===== src/rtl/adc_seq_pkg.sv =====
// rtl/adc_seq_pkg.sv - state encoding and shared widths for the ADC scan sequencer
package adc_seq_pkg;

    localparam int SETTLE_W = 8;

    localparam logic [2:0] ST_IDLE   = 3'd0;
    localparam logic [2:0] ST_SETTLE = 3'd1;
    localparam logic [2:0] ST_START  = 3'd2;
    localparam logic [2:0] ST_WAIT   = 3'd3;
    localparam logic [2:0] ST_STORE  = 3'd4;

    typedef enum logic [2:0] {
        S_IDLE   = ST_IDLE,
        S_SETTLE = ST_SETTLE,
        S_START  = ST_START,
        S_WAIT   = ST_WAIT,
        S_STORE  = ST_STORE
    } seq_state_e;

endpackage


===== src/rtl/adc_seq_chsel.sv =====
// rtl/adc_seq_chsel.sv - combinational finder of the next enabled channel at or above cur
module adc_seq_chsel #(
    parameter int NCH = 8,
    parameter int CHW = 3
) (
    input  logic [NCH-1:0] mask,
    input  logic [CHW-1:0] cur,
    input  logic           incl,
    output logic [CHW-1:0] nxt,
    output logic           found
);

    // Descending walk so the lowest qualifying bit is the last one written.
    always_comb begin
        nxt   = '0;
        found = 1'b0;
        for (int i = NCH - 1; i >= 0; i--) begin
            if (mask[i] && ((i > int'(cur)) || (incl && (i == int'(cur))))) begin
                nxt   = CHW'(i);
                found = 1'b1;
            end
        end
    end

endmodule


===== src/rtl/adc_scan_sequencer.sv =====
// rtl/adc_scan_sequencer.sv - multi-channel SAR scan sequencer; ADC_SEQ_AVG_EN adds per-channel averaging
module adc_scan_sequencer #(
    parameter int SIZE     = 8,
    parameter int NCH      = 8,
    parameter int CHW      = 3,
`ifdef ADC_SEQ_AVG_EN
    parameter int AVG_LOG2 = 2,
`endif
    parameter int TMO      = 12
) (
    input  logic            clk,
    input  logic            rst_n,
    input  logic            en,
    input  logic            trig,
    input  logic            cont,
    input  logic [NCH-1:0]  ch_mask,
    input  logic [7:0]      settle,
    input  logic            clr,
    output logic            sar_start,
    input  logic            sar_done,
    input  logic [SIZE-1:0] sar_data,
    output logic [CHW-1:0]  mux_sel,
    output logic            sh_en,
    output logic [SIZE-1:0] dout,
    output logic [CHW-1:0]  dout_ch,
    output logic            dout_vld,
    output logic            eos,
    output logic            busy,
    output logic            ovr,
    output logic            err
);

    import adc_seq_pkg::*;

    localparam int TW = $clog2(TMO + 1);

    seq_state_e          state;
    logic [NCH-1:0]      mask_q;
    logic [CHW-1:0]      ch;
    logic [CHW-1:0]      first_ch;
    logic [SETTLE_W-1:0] scnt;
    logic [SETTLE_W-1:0] settle_last;
    logic [TW-1:0]       tmr;
    logic [CHW-1:0]      live_first;
    logic                live_any;
    logic [CHW-1:0]      nxt_ch;
    logic                nxt_found;
    logic [SIZE-1:0]     result;

    adc_seq_chsel #(.NCH(NCH), .CHW(CHW)) u_first (
        .mask  (ch_mask),
        .cur   ('0),
        .incl  (1'b1),
        .nxt   (live_first),
        .found (live_any)
    );

    adc_seq_chsel #(.NCH(NCH), .CHW(CHW)) u_next (
        .mask  (mask_q),
        .cur   (ch),
        .incl  (1'b0),
        .nxt   (nxt_ch),
        .found (nxt_found)
    );

    // A settle of 0 behaves as 1, so the last count index is settle-1 clamped at 0.
    assign settle_last = (settle == '0) ? '0 : settle - 1'b1;

`ifdef ADC_SEQ_AVG_EN
    localparam int ACC_W = SIZE + AVG_LOG2;

    logic [AVG_LOG2:0] avg_cnt;
    logic [ACC_W-1:0]  acc;
    logic [ACC_W-1:0]  acc_sum;
    logic              avg_last;

    assign acc_sum  = acc + ACC_W'(sar_data);
    assign avg_last = (avg_cnt == (AVG_LOG2 + 1)'((1 << AVG_LOG2) - 1));
    assign result   = SIZE'(acc_sum >> AVG_LOG2);
`else
    assign result   = sar_data;
`endif

    always_ff @(posedge clk or negedge rst_n) begin
        if (!rst_n) begin
            state     <= S_IDLE;
            busy      <= 1'b0;
            mask_q    <= '0;
            ch        <= '0;
            first_ch  <= '0;
            scnt      <= '0;
            tmr       <= '0;
            mux_sel   <= '0;
            sh_en     <= 1'b0;
            sar_start <= 1'b0;
            dout      <= '0;
            dout_ch   <= '0;
            dout_vld  <= 1'b0;
            eos       <= 1'b0;
            ovr       <= 1'b0;
            err       <= 1'b0;
`ifdef ADC_SEQ_AVG_EN
            acc       <= '0;
            avg_cnt   <= '0;
`endif
        end else begin
            sar_start <= 1'b0;
            dout_vld  <= 1'b0;
            eos       <= 1'b0;

            if (trig && (state != S_IDLE)) ovr <= 1'b1;
            else if (clr)                  ovr <= 1'b0;
            if (clr) err <= 1'b0;

            case (state)
                S_IDLE: begin
                    if (trig && en && live_any) begin
                        mask_q   <= ch_mask;
                        ch       <= live_first;
                        first_ch <= live_first;
                        mux_sel  <= live_first;
                        sh_en    <= 1'b1;
                        scnt     <= '0;
                        busy     <= 1'b1;
                        state    <= S_SETTLE;
                    end
                end
                S_SETTLE: begin
`ifdef ADC_SEQ_AVG_EN
                    acc     <= '0;
                    avg_cnt <= '0;
`endif
                    if (!en) begin
                        sh_en <= 1'b0;
                        busy  <= 1'b0;
                        state <= S_IDLE;
                    end else if (scnt == settle_last) begin
                        sh_en     <= 1'b0;
                        sar_start <= 1'b1;
                        state     <= S_START;
                    end else begin
                        scnt <= scnt + 1'b1;
                    end
                end
                S_START: begin
                    tmr   <= '0;
                    state <= S_WAIT;
                end
                S_WAIT: begin
                    if (sar_done) begin
                        if (!en) begin
                            busy  <= 1'b0;
                            state <= S_IDLE;
                        end
`ifdef ADC_SEQ_AVG_EN
                        else if (!avg_last) begin
                            acc       <= acc_sum;
                            avg_cnt   <= avg_cnt + 1'b1;
                            sar_start <= 1'b1;
                            state     <= S_START;
                        end
`endif
                        else begin
                            dout     <= result;
                            dout_ch  <= ch;
                            dout_vld <= 1'b1;
                            eos      <= !nxt_found;
                            state    <= S_STORE;
                        end
                    end else if (tmr == TW'(TMO - 1)) begin
                        err   <= 1'b1;
                        busy  <= 1'b0;
                        state <= S_IDLE;
                    end else begin
                        tmr <= tmr + 1'b1;
                    end
                end
                S_STORE: begin
                    // Continuous restarts reuse the mask latched at the original trigger.
                    if (en && (nxt_found || cont)) begin
                        ch      <= nxt_found ? nxt_ch : first_ch;
                        mux_sel <= nxt_found ? nxt_ch : first_ch;
                        sh_en   <= 1'b1;
                        scnt    <= '0;
                        state   <= S_SETTLE;
                    end else begin
                        busy  <= 1'b0;
                        state <= S_IDLE;
                    end
                end
                default: begin
                    sh_en <= 1'b0;
                    busy  <= 1'b0;
                    state <= S_IDLE;
                end
            endcase
        end
    end

endmodule


===== config.mk =====
export PLATFORM = sky130hd
export DESIGN_NAME = adc_scan_sequencer
export DESIGN_NICKNAME = d
export VERILOG_FILES = /design/src/rtl/adc_seq_pkg.sv /design/src/rtl/adc_seq_chsel.sv /design/src/rtl/adc_scan_sequencer.sv
export SDC_FILE = /design/constraint.sdc
export NUM_CORES = 1
export LEC_CHECK = 0
export ABC_AREA = 0
export BUFFER_PORTS_ARGS = -buffer_cell sky130_fd_sc_hd__buf_2
export CAP_MARGIN = 5
export CORE_MARGIN = 2
export CORE_UTILIZATION = 55
export DETAILED_ROUTE_END_ITERATION = 7
export GPL_TIMING_DRIVEN = 0
export PLACE_DENSITY = 0.78
export SLEW_MARGIN = 20
export SYNTH_ARGS = -nofsm -noshare
export SYNTH_HDL_FRONTEND = slang
export SYNTH_SLANG_ARGS = --single-unit

===== constraint.sdc =====
create_clock -name clk -period 3.2 [get_ports clk]
set_clock_uncertainty 0.05 [all_clocks]
set_input_delay 0.32 -clock clk [delete_from_list [all_inputs] [get_ports clk]]
set_output_delay 0.32 -clock clk [all_outputs]
set_load 0.01 [all_outputs]

# Yosys cells after proc, flatten, opt, wreduce, memory -nomap -nowiden

Index checks and enable logic that the tools add are counted.
W data, S select, Z words.

$add $sub $neg: 3
Order comparisons: 7
Equality and inequality tests: 15
Muxes and demuxes: 76
Bitwise gates (word level): 2
Reduce and logical (&&, ||, !) cells: 29

Operators by type and width:

| kind                  | count |
|---|---|
| $mux W3               | 24 |
| $mux W8               | 5 |
| $mux W1               | 39 |
| $pmux W8 S3           | 1 |
| $pmux W3 S5           | 1 |
| $ne A2 B2 Y1 const B  | 7 |
| $gt A3 B3 Y1 const A  | 4 |
| $reduce_and A3 Y1     | 4 |
| $logic_and A1 B1 Y1   | 11 |
| $add A8 B1 Y8 const B | 1 |
| $eq A8 B8 Y1          | 1 |
| $logic_not A8 Y1      | 1 |
| $mux W4               | 2 |
| $pmux W4 S2           | 1 |
| $reduce_and A4 Y1     | 2 |
| $sub A8 B1 Y8 const B | 1 |
| $eq A3 B2 Y1 const B  | 2 |
| $gt A2 B3 Y1 const A  | 2 |
| $ne A3 B3 Y1 const B  | 2 |
| $pmux W3 S2           | 1 |
| $reduce_bool A2 Y1    | 3 |
| $reduce_bool A3 Y1    | 2 |
| $pmux W1 S5           | 1 |
| $reduce_and A5 Y1     | 1 |
| other kinds (12)      | 13 |

Bits in registers: 47
Input bits: 31
Output and inout bits: 21
Word-level logic and storage cells: 147

# Depth between registers and ports, before layout

Gate-level depths: netlist of the first run.

Depth after elaboration: 13
Gate-level depth with buffers: 10

# Cells and area by module

A second synthesis of the first run with hierarchy kept.

Cell total of the unflattened synthesis: 340
Area total of the unflattened synthesis: 3,036.7 um^2

Modules (own cells, without submodules):

| module                  | times used | cells an instance | area an instance (um^2) | sequential area each (um^2) |
|---|---|---|---|---|
| adc_scan_sequencer      | 1          | 240               | 2,479.9                 | 1,176.1 |
| adc_seq_chsel (u_first) | 1          | 51                | 290.3                   | 0.0 |
| adc_seq_chsel (u_next)  | 1          | 49                | 266.5                   | 0.0 |

# Least setup slack after synthesis of the first run

OpenSTA, ideal clock, no wires.

Path type: input port to flip-flop
Start: input port settle[0]
End: register scnt[4]
Library setup time: 0.120 ns
Arrival: 2.520 ns
Required time: 3.030 ns
Setup slack: 0.510 ns
Stages on the path: 9
Buffers on the path: 0
Cell sequence: inv_1 ha_1 or3b_1 or3_1 nand3_1 o2111ai_1 or4_4 a32o_1 a31o_2

Longest elaborated chain between the ends: 5
Elaborated cells on any way between the ends: 6

Ends and longest elaborated chain:

| item                                                     | line                      | source |
|---|---|---|
| start: declaration                                       | adc_scan_sequencer.sv:17  | `input logic [7:0] settle,` |
| $sub A8 B1 Y8 / $logic_not A8 Y1 (equally long branches) | adc_scan_sequencer.sv:67  | `assign settle_last = (settle == '0) ? '0 : settle - 1'b1;` |
| $mux W8 (*)                                              | adc_scan_sequencer.sv:67  |  |
| $eq A8 B8 Y1 (*)                                         | adc_scan_sequencer.sv:137 | `end else if (scnt == settle_last) begin` |
| $ne A2 B2 Y1 (no line) (*)                               | n/a                       |  |
| $reduce_and A5 Y1 (no line) (*)                          | n/a                       |  |
| end signal: assignment                                   | adc_scan_sequencer.sv:142 | `scnt <= scnt + 1'b1;` |
| end: declaration                                         | adc_scan_sequencer.sv:41  | `logic [SETTLE_W-1:0] scnt;` |

Mark *: on every way between the ends. The rest lies on a longest branch, timed or not.
A chain may end at the register's enable or synchronous reset.

# Worst setup path in the final report of the first run

Start: register ch[1]
End: register scnt[0]

Longest elaborated chain between the ends: 13
Elaborated cells on any way between the ends: 25

Ends and longest elaborated chain:

| item                            | line                      | source |
|---|---|---|
| start: declaration              | adc_scan_sequencer.sv:39  | `logic [CHW-1:0] ch;` |
| start signal: assignment        | adc_scan_sequencer.sv:119 | `ch <= live_first;` |
| start signal: assignment        | adc_scan_sequencer.sv:181 | `ch <= nxt_found ? nxt_ch : first_ch;` |
| $gt A3 B3 Y1                    | adc_seq_chsel.sv:18       | `if (mask[i] && ((i > int'(cur)) \|\| (incl && (i == int'(cur))))) begin` |
| $logic_and A1 B1 Y1             | adc_seq_chsel.sv:18       |  |
| $mux W1 (6 in a row)            | adc_seq_chsel.sv:18       |  |
| $mux W1 (*)                     | adc_seq_chsel.sv:18       |  |
| $logic_or A1 B1 Y1 (*)          | adc_scan_sequencer.sv:180 | `if (en && (nxt_found \|\| cont)) begin` |
| $logic_and A1 B1 Y1 (*)         | adc_scan_sequencer.sv:180 |  |
| $ne A2 B2 Y1 (no line) (*)      | n/a                       |  |
| $reduce_and A5 Y1 (no line) (*) | n/a                       |  |

Marked as above.

==> results of run 1 <==
worst paths after layout:
path                                      from  slack, ns  cells after the start             endpoint
setup / recovery             ch[1]$_DFFE_PN0P_       0.46                      7  scnt[0]$_DFFE_PN0P_
hold / removal                           rst_n      -0.05                      1   tmr[1]$_DFFE_PN0P_
setup reg to reg             ch[1]$_DFFE_PN0P_       0.46                      7  scnt[0]$_DFFE_PN0P_
hold reg to reg            dout[7]$_DFFE_PN0P_       0.43                      2  dout[7]$_DFFE_PN0P_
max in group asynchronous                rst_n       2.74                      1        eos$_DFF_PN0_
min in group clk                   sar_data[7]       0.16                      3  dout[7]$_DFFE_PN0P_
routing by layer:
layer | GRT usage, % | up-vias | wire [um]
met5 | 0 | - | 0
met4 | 8.53 | 0 | 95
met1 | 33.9 | 1229 | 2930
li1 | - | 1256 | -
met3 | 3.79 | 13 | 297
met2 | 39.0 | 82 | 2900
power by group through the flow:
stage	logic [uW]	clock network, uW	registers [uW]
after floorplan	575	0	834
after global placement	780	0	837
after detailed placement	808	0	842
after CTS	812	449	833
after global routing	923	470	857
final	821	441	836
state kept, by name, indices dropped and copies added, names as in the netlist:
signal / flops
dout: 8
scnt: 8
mask_q: 7
tmr: 4
ch: 3
dout_ch: 3
first_ch: 3
state: 3
busy: 1
dout_vld: 1
eos: 1
err: 1
ovr: 1
sar_start: 1
sh_en: 1
cell type report:
class,count,area (um2),area share [%]
inverter,14,52.6,1.65
multi-input combinational,246,1470,46.1
timing repair buffer,51,258,8.08
clock buffer,6,82.6,2.59
sequential,46,1150,36.1
tap,67,83.8,2.63
buffer,14,60.1,1.88
clock inverter,1,30.0,0.942
kinds of logic (layout without fill, tap and decap cells):
kind of cell,after synthesis,after routing,synth area share (%)
xor+xnor,6,6,1.92
compound gates,75,75,18.3
simple gates,147,147,26.2
fa+ha+maj,3,3,1.37
mux,15,15,5.99
flops,46,46,42.1
buf+inv,28,86,4.12
synthesized netlist by cell type (3+ instances only):
master	instances
nand2_1	68
dfrtp_1	46
nor2_1	19
a21oi_1	15
inv_1	14
clkbuf_1	13
o21ai_0	13
nor3_1	12
mux2_2	11
nand2b_1	7
nand3_1	7
nor2b_1	6
a211oi_1	5
o22ai_1	5
a31oi_1	4
mux2i_1	4
nor4_1	4
o21bai_1	4
or3_1	4
xnor2_1	4
a21o_1	3
a31o_2	3
a32oi_1	3
ha_1	3
o211ai_1	3
per-stage QoR:
stage | instances | hold slack (ns) | utilization [%] | setup WS [ns]
6_report | 445 | -0.0459 | 67.1 | 0.459
5_1_grt | 445 | 0.0165 | 67.1 | 0.188
4_1_cts | 445 | 0.152 | 67.0 | 0.481
3_5_place_dp | 438 | 0.407 | 64.7 | 0.167
3_3_place_gp | 438 | 0.404 | 64.7 | 0.186
2_1_floorplan | 320 | -0.0256 | - | 0.510
critical path: stages, from the launching register on:
cell and delay, ns:
dfrtp_1 0.41, clkbuf_1 0.21, o21bai_1 0.22, a21oi_1 0.26, o311ai_0 0.22, a211oi_1 0.64, o21ai_0 0.29, mux2_2 0.33
==> metrics.md, run 1 <==
| Metric | Value |
|---|---|
| Final Routed Wirelength | 6230 um |
| Routability cong. | 0.843 |
| Max_cap viols | 0 |
| Top-area cell type share of the netlist area | 42.1% |
| CP arrival | 2.87 ns |
| All-Layer GR Usage | 24.4% |
| Post-synth ARST share | 100% |
| Starting Density | 57.5% |
| Hold WS | -0.0459 ns |
| Rel. slew slack | 52.0% |
| Fill cells | 405 |
| CTS resizes | 0 |
| Largest area contributor in the netlist | dfrtp_1 |
| Final TNS setup | 0 ns |
| Seq cells post-synth | 46 |
| Comb pwr share | 39.1% |
| Overflow after GRT | 0 |
| Maximum vdd drop | 0.392 mV |
| Layout cell share with drive strength beyond 1 | 20.9% |
| Commonest non-fill, non-tap cells in the layout | 68 x nand2_1, 50 x buf_2, 46 x dfrtp_1 |
| WP data required | 3.33 ns |
| Failing checks | negative hold slack |
| Final worst path period share | 85.7% |
| Final Instance Area | 3190 um2 |
| Crit Path Max Fanout | 10 |
| Setup crit start kind | register |
| Routed len/inst | 14.0 um |
| Max-slew violations | 0 |
| HP Class | input port to async pin |
| Synth cell types | 53 |
| Setup violators final | 0 |
| HPWL Detailed | 4570 um |
| Dpl cell area | 3070 um2 |
| Global-route wire length before repair | 10600 um |
| Seq pwr share | 39.9% |
| Drt drc | 0 |
| TritonRoute pass-1 iters | 4 |
| Die Y | 74.5 um |
| Critical Path End Type | register |
| Clock Path Buffers | 2 |
| P&R area growth vs syn | 16.6% |
| Row Count | 25 |
| Endpoints failing hold | 46 |
| DIE AREA | 5550 um2 |
| Critical setup path kind | register to register |
| Static leakage | 0.00152 uW |
| EDFF count, synth | 0 |
| # nets final | 412 |
| Post-CTS Setup Bufs | 0 |
| Core ar. | 4750 um2 |
| Syn nets | 354 |
| Vias | 2580 |
| P per Cell Area | 658 nW/um2 |
| Synth top area cells | dfrtp_1 42%, nand2_1 9.3%, mux2_2 4.5% |
| Ys Warns | 0 |
| Vias in the first global route | 2388 |
| Post-synthesis cell area | 2740 um2 |
| Post-synthesis cell count | 320 |
| # diodes | 0 |
| H-tree depth | 2 |
| Detail Route Antenna Nets | 0 |
| IO Pins | 52 |
| Switch share | 37.5% |
| Max frequency | 365 MHz |
| Cell internal pwr | 1310 uW |
| Clk network pwr share | 21.0% |
| Pin count of the biggest net entering global routing | 47 |
| Commonest non-fill, non-tap cell in the layout | nand2_1 |
| Reg clk slew, reported paths | 0.08 ns |
| Antenna violations before repair | 0 |
| Tmin final | 2.74 ns |
| Cts hold-fix bufs | 0 |
| Sequential share of the synthesized area | 42.1% |
| Avg Inst Size Synth | 8.55 um2 |
| Sw power | 786 uW |
| DIE WIDTH | 74.5 um |
| Unrepaired setup endpoints after global routing | no |
| Outcome | finished with violations |
| Root Driver | clkbuf_8 |
| Sink Count | 46 |
| I/O Buffers | 51 |
| Total power | 2100 uW |
| Via/cell ratio | 5.80 |
| Top FF cell, synth | dfrtp_1 |
| CTS Buf Count | 5 |
| TritonCTS clock tree | yes |
| Least-Margin Pin Slew | 0.715 ns |
| Initial DRC Count | 211 |
| Worst skew pair latency | 0.30 ns |
(Power assumes the default switching activity.)
==> inputs of run 2 (changes only) <==
- CORE_UTILIZATION: 55 -> 57
- CTS_BUF_LIST: unset -> sky130_fd_sc_hd__clkbuf_8
- PLACE_DENSITY: 0.78 -> 0.81
==> run 2 against run 1 <==
Effect of this change: the flow still finishes with violations (negative hold slack); first-iteration DRC count shrank 5.2%; worst setup slack lost 0.12 ns; clock power is essentially flat; global-route usage grew 0.22 points; power is essentially flat; combinational power is essentially flat; cell count shrank 2.7%; non-clock buffer count is the same; sequential cell count is the same; critical endpoint is now state[0]$_DFFE_PN0P_; hold slack gained 0.013 ns.
==> metrics.md, run 2 (synthesized netlist as in run 1, its figures left out) <==
| Metric | Value |
|---|---|
| Fin util | 68.1% (was 67.1%) |
| # diodes | 0 (unchanged) |
| Layout cell share with drive strength beyond 1 | 21.1% (was 20.9%) |
| Row Count | 25 (unchanged) |
| Commonest non-fill, non-tap cell in the layout | nand2_1 (unchanged) |
| Outcome | finished with violations (unchanged) |
| P&R area growth vs syn | 16.1% (was 16.6%) |
| Critical Path Max Stage Delay | 0.70 ns (was 0.64 ns) |
| Final TNS setup | 0 ns (unchanged) |
| Max_cap viols | 0 (unchanged) |
| CP arrival | 3.00 ns (was 2.87 ns) |
| Vias in the first global route | 2370 (was 2388) |
| Maximum vdd drop | 0.401 mV (was 0.392 mV) |
| Core ar. | 4660 um2 (was 4750 um2) |
| Drt drc | 0 (unchanged) |
| Vias | 2537 (was 2580) |
| Endpoints failing hold | 46 (unchanged) |
| Post-Place Cells | 425 (was 438) |
| Setup crit start kind | input port (was register) |
| Die Y | 73.3 um (was 74.5 um) |
| Top Registers | dout: 8 flops, scnt: 8 flops, mask_q: 7 flops (unchanged) |
| Worst-path cell chain | buf_2 -> inv_1 -> ha_1 -> or3b_1 -> or3_1 -> nand3_1 -> o2111ai_1 -> nor4_1 -> nor2_1 -> a311o_1 (was clkbuf_1 -> o21bai_1 -> a21oi_1 -> o311ai_0 -> a211oi_1 -> o21ai_0 -> mux2_2) |
| Rel. slew slack | 49.7% (was 52.0%) |
| TritonCTS clock tree | yes (unchanged) |
| Starting Density | 58.7% (was 57.5%) |
| Post-CTS Setup Bufs | 0 (unchanged) |
| Critical Path End Type | register (unchanged) |
| Detail Route Antenna Nets | 0 (unchanged) |
| Worst flop-to-flop path endpoint | scnt[0]$_DFFE_PN0P_ (unchanged) |
| Root Driver | clkbuf_8 (unchanged) |
| Unrepaired setup endpoints after global routing | no (unchanged) |
| Total power | 2100 uW (about the same) |
| Hold WS | -0.0332 ns (was -0.0459 ns) |
| Routability cong. | 0.836 (was 0.843) |
| DIE AREA | 5370 um2 (was 5550 um2) |
| Max frequency | 349 MHz (was 365 MHz) |
| IO Pins | 52 (unchanged) |
| Via/cell ratio | 5.86 (was 5.80) |
| Cts hold-fix bufs | 0 (unchanged) |
| Internal reg-to-reg setup slack | 0.49 ns (was 0.46 ns) |
| Tmin final | 2.86 ns (was 2.74 ns) |
| Commonest non-fill, non-tap cells in the layout | 68 x nand2_1, 50 x buf_2, 46 x dfrtp_1 (unchanged) |
| Post-Layout Cell Count | 433 (was 445) |
| Crit path depth | 10 (was 7) |
| Crit Path Max Fanout | 5 (was 10) |
| CTS resizes | 0 (unchanged) |
| Critical setup path kind | input port to register (was register to register) |
| HPWL Detailed | 4590 um (was 4570 um) |
| Reg clk slew, reported paths | 0.10 ns (was 0.08 ns) |
| Clock Path Buffers | 2 (unchanged) |
| Max-slew violations | 0 (unchanged) |
| Worst skew pair latency | 0.30 ns (about the same) |
| Worst setup path end | state[0]$_DFFE_PN0P_ (was scnt[0]$_DFFE_PN0P_) |
| Sink Count | 46 (unchanged) |
| Register-to-Register Path Depth | 7 (unchanged) |
| Routed len/inst | 14.7 um (was 14.0 um) |
| # nets final | 412 (unchanged) |
| Global-route wire length before repair | 10500 um (was 10600 um) |
| Top delay family on crit path | simple AND/OR/NAND/NOR gates (was compound AO/OA/AOI/OAI gates) |
| P per Cell Area | 661 nW/um2 (was 658 nW/um2) |
| Static leakage | 0.00151 uW (was 0.00152 uW) |
| H-tree depth | 2 (unchanged) |
| Slowest CP cell | nor4_1 (was a211oi_1) |
| Failing checks | negative hold slack (unchanged) |
| TritonRoute pass-1 iters | 4 (unchanged) |
| HP Class | input port to async pin (unchanged) |
| Reg2Reg Launch Point | ch[0]$_DFFE_PN0P_ (was ch[1]$_DFFE_PN0P_) |
| Initial DRC Count | 200 (was 211) |
| Setup violators final | 0 (unchanged) |
| Fill cells | 389 (was 405) |
| I/O Buffers | 51 (unchanged) |
| Buf/Inv on CP | 2 (was 1) |
| Final worst path period share | 89.4% (was 85.7%) |
| Final Routed Wirelength | 6360 um (was 6230 um) |
| Critical Path Start | settle[0] (was ch[1]$_DFFE_PN0P_) |
| CTS Buf Count | 5 (unchanged) |
| Overflow after GRT | 0 (unchanged) |
| Pin count of the biggest net entering global routing | 47 (unchanged) |
| Antenna violations before repair | 0 (unchanged) |
| WP data required | 3.34 ns (was 3.33 ns) |
| DIE WIDTH | 73.3 um (was 74.5 um) |
| Least-Margin Pin Slew | 0.748 ns (was 0.715 ns) |
| All-Layer GR Usage | 24.6% (was 24.4%) |
[run 2: cell count changes in the layout (fill, tap and decap cells not counted), sizes merged]
| cell | delta |
|---|---|
| clkbuf | -1 |
| clkinvlp | +2 |
[run 2: worst min-delay path by stage]
| stage | start | to | slack [ns] | cells after the start |
|---|---|---|---|---|
| 6_report | rst_n | dout_ch[2]$_DFFE_PN0P_ | -0.03 | 1 |
| 5_1_grt | rst_n | scnt[6]$_DFFE_PN0P_ | 0.01 | 1 |
| 4_1_cts | sar_data[5] | dout[5]$_DFFE_PN0P_ | 0.15 | 3 |
| 3_5_place_dp | dout[4]$_DFFE_PN0P_ | dout[4]$_DFFE_PN0P_ | 0.41 | 2 |
| 3_3_place_gp | dout[1]$_DFFE_PN0P_ | dout[1]$_DFFE_PN0P_ | 0.40 | 2 |
| 2_1_floorplan | rst_n | busy$_DFFE_PN0P_ | -0.03 | 0 |
[run 2: metrics by stage]
step / worst slack (ns) / cell area [um2] / hold WS, ns
2_1_floorplan: 0.510 / 2740 / -0.0256
3_3_place_gp: 0.152 / 3060 / 0.405
3_5_place_dp: 0.0450 / 3060 / 0.407
4_1_cts: 0.375 / 3170 / 0.148
5_1_grt: 0.124 / 3170 / 0.0138
6_report: 0.338 / 3170 / -0.0332
[run 2: final cells by class]
type	instances	area [um2]	area share (%)
Multi-Input combinational cell	246	1470	46.4
Sequential cell	46	1150	36.3
Timing Repair Buffer	51	258	8.12
Clock buffer	5	68.8	2.17
Tap cell	54	67.6	2.13
Buffer	14	60.1	1.89
Inverter	14	52.6	1.66
Clock inverter	3	45.0	1.42
[run 2: power breakdown]
| group | total, uW | internal, uW | switching [uW] |
|---|---|---|---|
| logic | 821 | 346 | 475 |
| clock network | 442 | 233 | 209 |
| registers | 834 | 716 | 118 |
[run 2: routing by layer]
metal | vias to the layer above | wire (um) | GRT usage [%]
li1 | 1263 | - | -
met1 | 1206 | 2970 | 32.7
met2 | 60 | 3030 | 42.0
met3 | 8 | 301 | 4.39
met4 | 0 | 57 | 5.56
met5 | - | 0 | 0
